## config.mk

```make
export PLATFORM = sky130hd
export DESIGN_NAME = sipo_deserializer_flat
export DESIGN_NICKNAME = d
export VERILOG_FILES = /design/src/rtl/sipo_deserializer_if.sv /design/src/rtl/sipo_deserializer.sv /design/src/flat_wrapper.sv
export SDC_FILE = /design/constraint.sdc
export NUM_CORES = 1
export LEC_CHECK = 0
export CAP_MARGIN = 10
export CORE_MARGIN = 4
export CORE_UTILIZATION = 48
export CTS_BUF_LIST = sky130_fd_sc_hd__clkbuf_4 sky130_fd_sc_hd__clkbuf_8
export CTS_CLUSTER_DIAMETER = 50
export CTS_CLUSTER_SIZE = 24
export DETAILED_ROUTE_END_ITERATION = 7
export PLACE_DENSITY = 0.81
export SLEW_MARGIN = 30
export SYNTH_ARGS = -nofsm -noshare
export SYNTH_HDL_FRONTEND = slang
export SYNTH_SLANG_ARGS = --single-unit
export TNS_END_PERCENT = 1
```

## constraint.sdc

```tcl
create_clock -name clk -period 1.3 [get_ports clk]
set_input_delay 0.195 -clock clk [delete_from_list [all_inputs] [get_ports clk]]
set_output_delay 0.195 -clock clk [all_outputs]
set_load 0.02 [all_outputs]
```

## src/rtl/sipo_deserializer_if.sv

```systemverilog
// Bundle of the serial receive inputs and parallel word outputs of sipo_deserializer.
// The transmitter-side driver uses the master view; the deserializer uses the slave view.
interface sipo_deserializer_if #(
  parameter int WIDTH = 4
);
  localparam int CW = $clog2(WIDTH + 1);

  logic             start;
  logic             dir;
  logic             bit_valid;
  logic             serial_in;
  logic [WIDTH-1:0] data_out;
  logic             data_valid;
  logic             busy;
  logic [CW-1:0]    bit_count;
  logic             frame_err;

  modport master (
    output start, dir, bit_valid, serial_in,
    input  data_out, data_valid, busy, bit_count, frame_err
  );

  modport slave (
    input  start, dir, bit_valid, serial_in,
    output data_out, data_valid, busy, bit_count, frame_err
  );
endinterface

```

## src/rtl/sipo_deserializer.sv

```systemverilog
// Serial-to-parallel receiver: frames words with start, assembles MSB- or LSB-first,
// pulses data_valid on completion and frame_err on restart or inter-bit timeout.
module sipo_deserializer #(
  parameter int WIDTH   = 4,
  parameter int TIMEOUT = 16
) (
  input  logic                  clk,
  input  logic                  rst,
  sipo_deserializer_if.slave    bus
);
  localparam int CW = $clog2(WIDTH + 1);
  localparam int TW = $clog2(TIMEOUT + 1);
  localparam logic [CW-1:0] CNT_LAST = CW'(WIDTH - 1);
  localparam logic [TW-1:0] TMO_LAST = TW'(TIMEOUT - 1);

  typedef enum logic [0:0] {
    IDLE = 1'b0,
    RECV = 1'b1
  } state_e;

  state_e           state_q, state_d;
  logic [WIDTH-1:0] shift_q, shift_d;
  logic             dir_q, dir_d;
  logic [CW-1:0]    bit_count_q, bit_count_d;
  logic [TW-1:0]    tmo_q, tmo_d;
  logic [WIDTH-1:0] data_out_q, data_out_d;
  logic             data_valid_q, data_valid_d;
  logic             frame_err_q, frame_err_d;
  logic             busy_q, busy_d;
  logic [WIDTH-1:0] shift_in_s;

  // Candidate shift register contents if the current serial bit is accepted.
  always_comb begin
    shift_in_s = shift_q;
    if (dir_q) begin
      shift_in_s = {bus.serial_in, shift_q[WIDTH-1:1]};
    end else begin
      shift_in_s = {shift_q[WIDTH-2:0], bus.serial_in};
    end
  end

  // Next-state and output computation; start always takes priority over a concurrent bit.
  always_comb begin
    state_d      = state_q;
    shift_d      = shift_q;
    dir_d        = dir_q;
    bit_count_d  = bit_count_q;
    tmo_d        = tmo_q;
    data_out_d   = data_out_q;
    data_valid_d = 1'b0;
    frame_err_d  = 1'b0;
    case (state_q)
      IDLE: begin
        if (bus.start) begin
          state_d     = RECV;
          dir_d       = bus.dir;
          shift_d     = '0;
          bit_count_d = '0;
          tmo_d       = '0;
        end else begin
          state_d = IDLE;
        end
      end
      RECV: begin
        if (bus.start) begin
          frame_err_d = 1'b1;
          dir_d       = bus.dir;
          shift_d     = '0;
          bit_count_d = '0;
          tmo_d       = '0;
        end else if (bus.bit_valid) begin
          tmo_d = '0;
          if (bit_count_q == CNT_LAST) begin
            data_out_d   = shift_in_s;
            data_valid_d = 1'b1;
            shift_d      = '0;
            bit_count_d  = '0;
            state_d      = IDLE;
          end else begin
            shift_d     = shift_in_s;
            bit_count_d = bit_count_q + CW'(1);
          end
        end else if (tmo_q == TMO_LAST) begin
          // Inter-bit gap reached TIMEOUT cycles: drop the partial word.
          frame_err_d = 1'b1;
          shift_d     = '0;
          bit_count_d = '0;
          tmo_d       = '0;
          state_d     = IDLE;
        end else begin
          tmo_d = tmo_q + TW'(1);
        end
      end
      default: begin
        state_d     = IDLE;
        shift_d     = '0;
        bit_count_d = '0;
        tmo_d       = '0;
      end
    endcase
    busy_d = (state_d == RECV);
  end

  // State and registered-output update with synchronous reset.
  always_ff @(posedge clk) begin
    if (rst) begin
      state_q      <= IDLE;
      shift_q      <= '0;
      dir_q        <= 1'b0;
      bit_count_q  <= '0;
      tmo_q        <= '0;
      data_out_q   <= '0;
      data_valid_q <= 1'b0;
      frame_err_q  <= 1'b0;
      busy_q       <= 1'b0;
    end else begin
      state_q      <= state_d;
      shift_q      <= shift_d;
      dir_q        <= dir_d;
      bit_count_q  <= bit_count_d;
      tmo_q        <= tmo_d;
      data_out_q   <= data_out_d;
      data_valid_q <= data_valid_d;
      frame_err_q  <= frame_err_d;
      busy_q       <= busy_d;
    end
  end

  assign bus.data_out   = data_out_q;
  assign bus.data_valid = data_valid_q;
  assign bus.busy       = busy_q;
  assign bus.bit_count  = bit_count_q;
  assign bus.frame_err  = frame_err_q;
endmodule

```

## src/flat_wrapper.sv

```systemverilog
// flat-port wrapper written by rule: the top's interface ports become plain ports
module sipo_deserializer_flat 
#(
  parameter int WIDTH   = 4,
  parameter int TIMEOUT = 16
)
  (clk, rst, bus_start, bus_dir, bus_bit_valid, bus_serial_in, bus_data_out, bus_data_valid, bus_busy, bus_bit_count, bus_frame_err);
  sipo_deserializer_if #(.WIDTH(WIDTH)) bus_i ();
  input  logic clk;
  input  logic rst;
  input wire logic [$bits(bus_i.start)-1:0] bus_start;
  input wire logic [$bits(bus_i.dir)-1:0] bus_dir;
  input wire logic [$bits(bus_i.bit_valid)-1:0] bus_bit_valid;
  input wire logic [$bits(bus_i.serial_in)-1:0] bus_serial_in;
  output wire logic [$bits(bus_i.data_out)-1:0] bus_data_out;
  output wire logic [$bits(bus_i.data_valid)-1:0] bus_data_valid;
  output wire logic [$bits(bus_i.busy)-1:0] bus_busy;
  output wire logic [$bits(bus_i.bit_count)-1:0] bus_bit_count;
  output wire logic [$bits(bus_i.frame_err)-1:0] bus_frame_err;
  assign bus_i.start = bus_start;
  assign bus_i.dir = bus_dir;
  assign bus_i.bit_valid = bus_bit_valid;
  assign bus_i.serial_in = bus_serial_in;
  assign bus_data_out = bus_i.data_out;
  assign bus_data_valid = bus_i.data_valid;
  assign bus_busy = bus_i.busy;
  assign bus_bit_count = bus_i.bit_count;
  assign bus_frame_err = bus_i.frame_err;
  sipo_deserializer #(.WIDTH(WIDTH), .TIMEOUT(TIMEOUT)) u_core (.clk(clk), .rst(rst), .bus(bus_i));
endmodule
```

==> out/results.ini <==
[route]
avgViaCountPerCell = 5.47
post-route-drc-count = 0
drt_iter0_drc = 12
wl_um = 2020
first_pass_iters = 4
wire_per_inst_um = 13.9
detail-route-antenna-nets = 0
dr_total_vias = 793

[floorplan]
coreArea_um2 = 1750
dieWidth_um = 51.1
die_y_um = 51.1
io_pins = 16
start_util = 0.512
placementRows = 15
die_area_um2 = 2620

[hold_path]
hp-start = u_core.bus.data_out[0]
min_path_cells = 2
hold_class = flip-flop to flip-flop
hold_end = u_core.bus.data_out[0]

[layout]
final_cells = 145
fillerInstances = 144
diodes = 0
drive_above_1_share = 0.250
final_common_cell = dfxtp_1
syn_to_final_growth_pct = 35.6
nets = 130
layout.cells.most_common_list = dfxtp_1, buf_4, a21oi_1, dlygate4sd2_1, nand2_1

[synth]
yosys.cell_types.count = 33
seq_area_frac_synth = 0.448
synth_mux_area_frac = 0.0686
synth_xor_area_frac = 0
synth_area_um2 = 893
synth.avg_cell_area_um2 = 9.50
synth_top_family_by_area = simple AND/OR/NAND/NOR gates
syn_inst = 94
synth_top_area_share = 0.448
synth-simple-area-share = 0.232
synthAdderAreaFrac = 0.0280
ys_ff_latch = 20
syn-num-nets = 102
yosysWarningCount = 0
synth-compound-area-share = 0.169
synth_top_cell_by_area = dfxtp_1
synth_top_cells_by_area = dfxtp_1, a21oi_1, mux2i_1, o22ai_1, or3_1

[placed_design]
dp_cells = 141
port_buffers = 15
dp_hpwl_um = 1400
gp_congestion = 0.749

[timing]
post-route-period-util = 1.03
slew_headroom = 0.821
setup_viol = 3
report.final.slew_viol_count = 0
timing.final.ws_setup_ns = -0.0425
post-route-min-period_ns = 1.34
max_slew.worst_pin.slew_ns = 0.267
fin_skew_ns = 0.00609
max_freq_mhz = 745
finalSetupTns_ns = -0.0441
hold_ws_ns = 0.478
rsz0062_at_grt = true
hold_viol = 0

[clocking]
cts_buffers = 3
cts_tree = built
insertion_delay_ns = 0.30
root_buffer = clkbuf_4
cts.path.max_buffers = 2
hold_buffers = 0
clkTransAtPathRegs_ns = 0.11
cts.sinks = 20
ctsHtreeMaxLevel = 1

[worst_setup_path]
critical_path_depth = 4
arrival_ns = 1.56
reg2reg_depth = 4
crit_fanout = 5
reg2reg_from = u_core.bus.bit_count[0]
rr_endpoint = u_core.shift_q[1]
regToRegSetupSlack_ns = -0.04
startpoint_type = flip-flop
cpLargestDelayFamily = simple AND/OR/NAND/NOR gates
slowest_delay_ns = 0.38
crit_slowest_cell = dfxtp_4
required_ns = 1.52
endpoint_kind = flip-flop
crit_type = flip-flop to flip-flop
crit_chain = ha_4 > nor2b_4 > nand4b_1 > o22ai_1
cp_num_buf_inv = 0

[run_status]
status = complete, but fails checks
violations = setup timing

[global_routing]
globalRouteTotalUtil = 0.167
grt_pass1_vias = 730
antenna_found_initial = 0
grt_start_max_net_pins = 15
grt_pass1_wl_um = 3220
grt-ovfl-total = 0

[pwr]
p_leak_nw = 0.484
p_per_area_nw_per_um2 = 862
vdd_ir_drop_max_uv = 581
total_power_mw = 1.04

[run]
drv_cap = 0

## worst max-delay path by stage
| stage | startpoint | end | slack [ns] |
|---|---|---|---|
| after global placement | bus_bit_valid | u_core.bus.busy | -0.18 |
| after global routing | u_core.bus.bit_count[0] | u_core.shift_q[1] | -0.10 |
| after floorplan | u_core.bus.bit_count[0] | u_core.bus.data_out[0] | 0.03 |
| final | u_core.bus.bit_count[0] | u_core.shift_q[1] | -0.04 |
| after CTS | u_core.tmo_q[0] | u_core.bus.bit_count[0] | -0.01 |
| after detailed placement | bus_bit_valid | u_core.bus.data_out[3] | -0.22 |
## power breakdown
group	internal [mW]	leakage [nW]	switching, mW	total, mW
clock	0.108	0.0138	0.180	0.288
combinational	0.0648	0.307	0.0635	0.128
sequential	0.619	0.163	0.00804	0.627
## flip-flops by register name, summed over array words and instances (netlist names)
signal                 cells
u_core.bus.bit_count       3
u_core.bus.busy            1
u_core.bus.data_out        4
u_core.bus.data_valid      1
u_core.bus.frame_err       1
u_core.dir_q               1
u_core.shift_q             4
u_core.tmo_q               5
## kinds of logic after synthesis
logic type      count (synthesis)
buf+inv                         8
mux                             6
compound gates                 26
fa+ha+maj                       2
flops                          20
simple gates                   32
## worst register-to-register path: stages, from the launching register on
cell      delay (ns)
dfxtp_4         0.38
ha_4            0.17
nor2b_4         0.12
nand4b_1        0.32
o22ai_1         0.27
## final cells by class
| class | count | area, um2 | share of cell area |
|---|---|---|---|
| multi-input combinational | 66 | 492 | 0.406 |
| sequential | 20 | 407 | 0.336 |
| timing repair buffer | 28 | 248 | 0.205 |
| tap | 25 | 31.3 | 0.0258 |
| clock buffer | 3 | 22.5 | 0.0186 |
| inverter | 3 | 11.3 | 0.00930 |
## synth_stat cells
cell / number
nand4bb_1: 1
nor4bb_1: 1
and4b_1: 1
or2_1: 1
nand4b_1: 1
a21oi_1: 10
clkbuf_1: 1
o22ai_1: 5
inv_1: 3
and3_1: 2
nor2_2: 2
mux2_2: 1
nand4b_4: 1
nor2_1: 3
nand2_1: 7
nand3_1: 1
o21a_1: 1
nor2b_1: 1
o21ai_0: 6
a22o_1: 1
a221o_1: 1
or3_1: 5
buf_2: 2
dfxtp_1: 20
a31oi_1: 1
ha_1: 2
nand3b_1: 1
nor3b_1: 1
mux2i_1: 5
nand2b_1: 2
a211oi_1: 1
nor3_1: 1
buf_6: 2
## per-layer routing
layer / GRT usage / share of wire / wire length, um
met1: 0.208 / 0.47 / 939
met2: 0.260 / 0.47 / 954
met3: 0.0321 / 0.029 / 59
met4: 0.112 / 0.031 / 63
met5: 0 / 0 / 0
## per-stage QoR
| step | util | worst slack [ns] | instance area, um2 |
|---|---|---|---|
| global placement | 0.657 | -0.181 | 1150 |
| finish | 0.694 | -0.0425 | 1210 |
| CTS | 0.669 | -0.0134 | 1170 |
| floorplan | - | 0.0341 | 898 |
| global route | 0.694 | -0.102 | 1210 |
| detailed placement | 0.657 | -0.223 | 1150 |
## timing repair
action / in CTS / in global routing
setup endpoints to repair: 12 / 9
gates resized for setup: 12 / 10
pin swaps: 0 / 4
buffers inserted: 0 / 1
(Power assumes the default switching activity.)
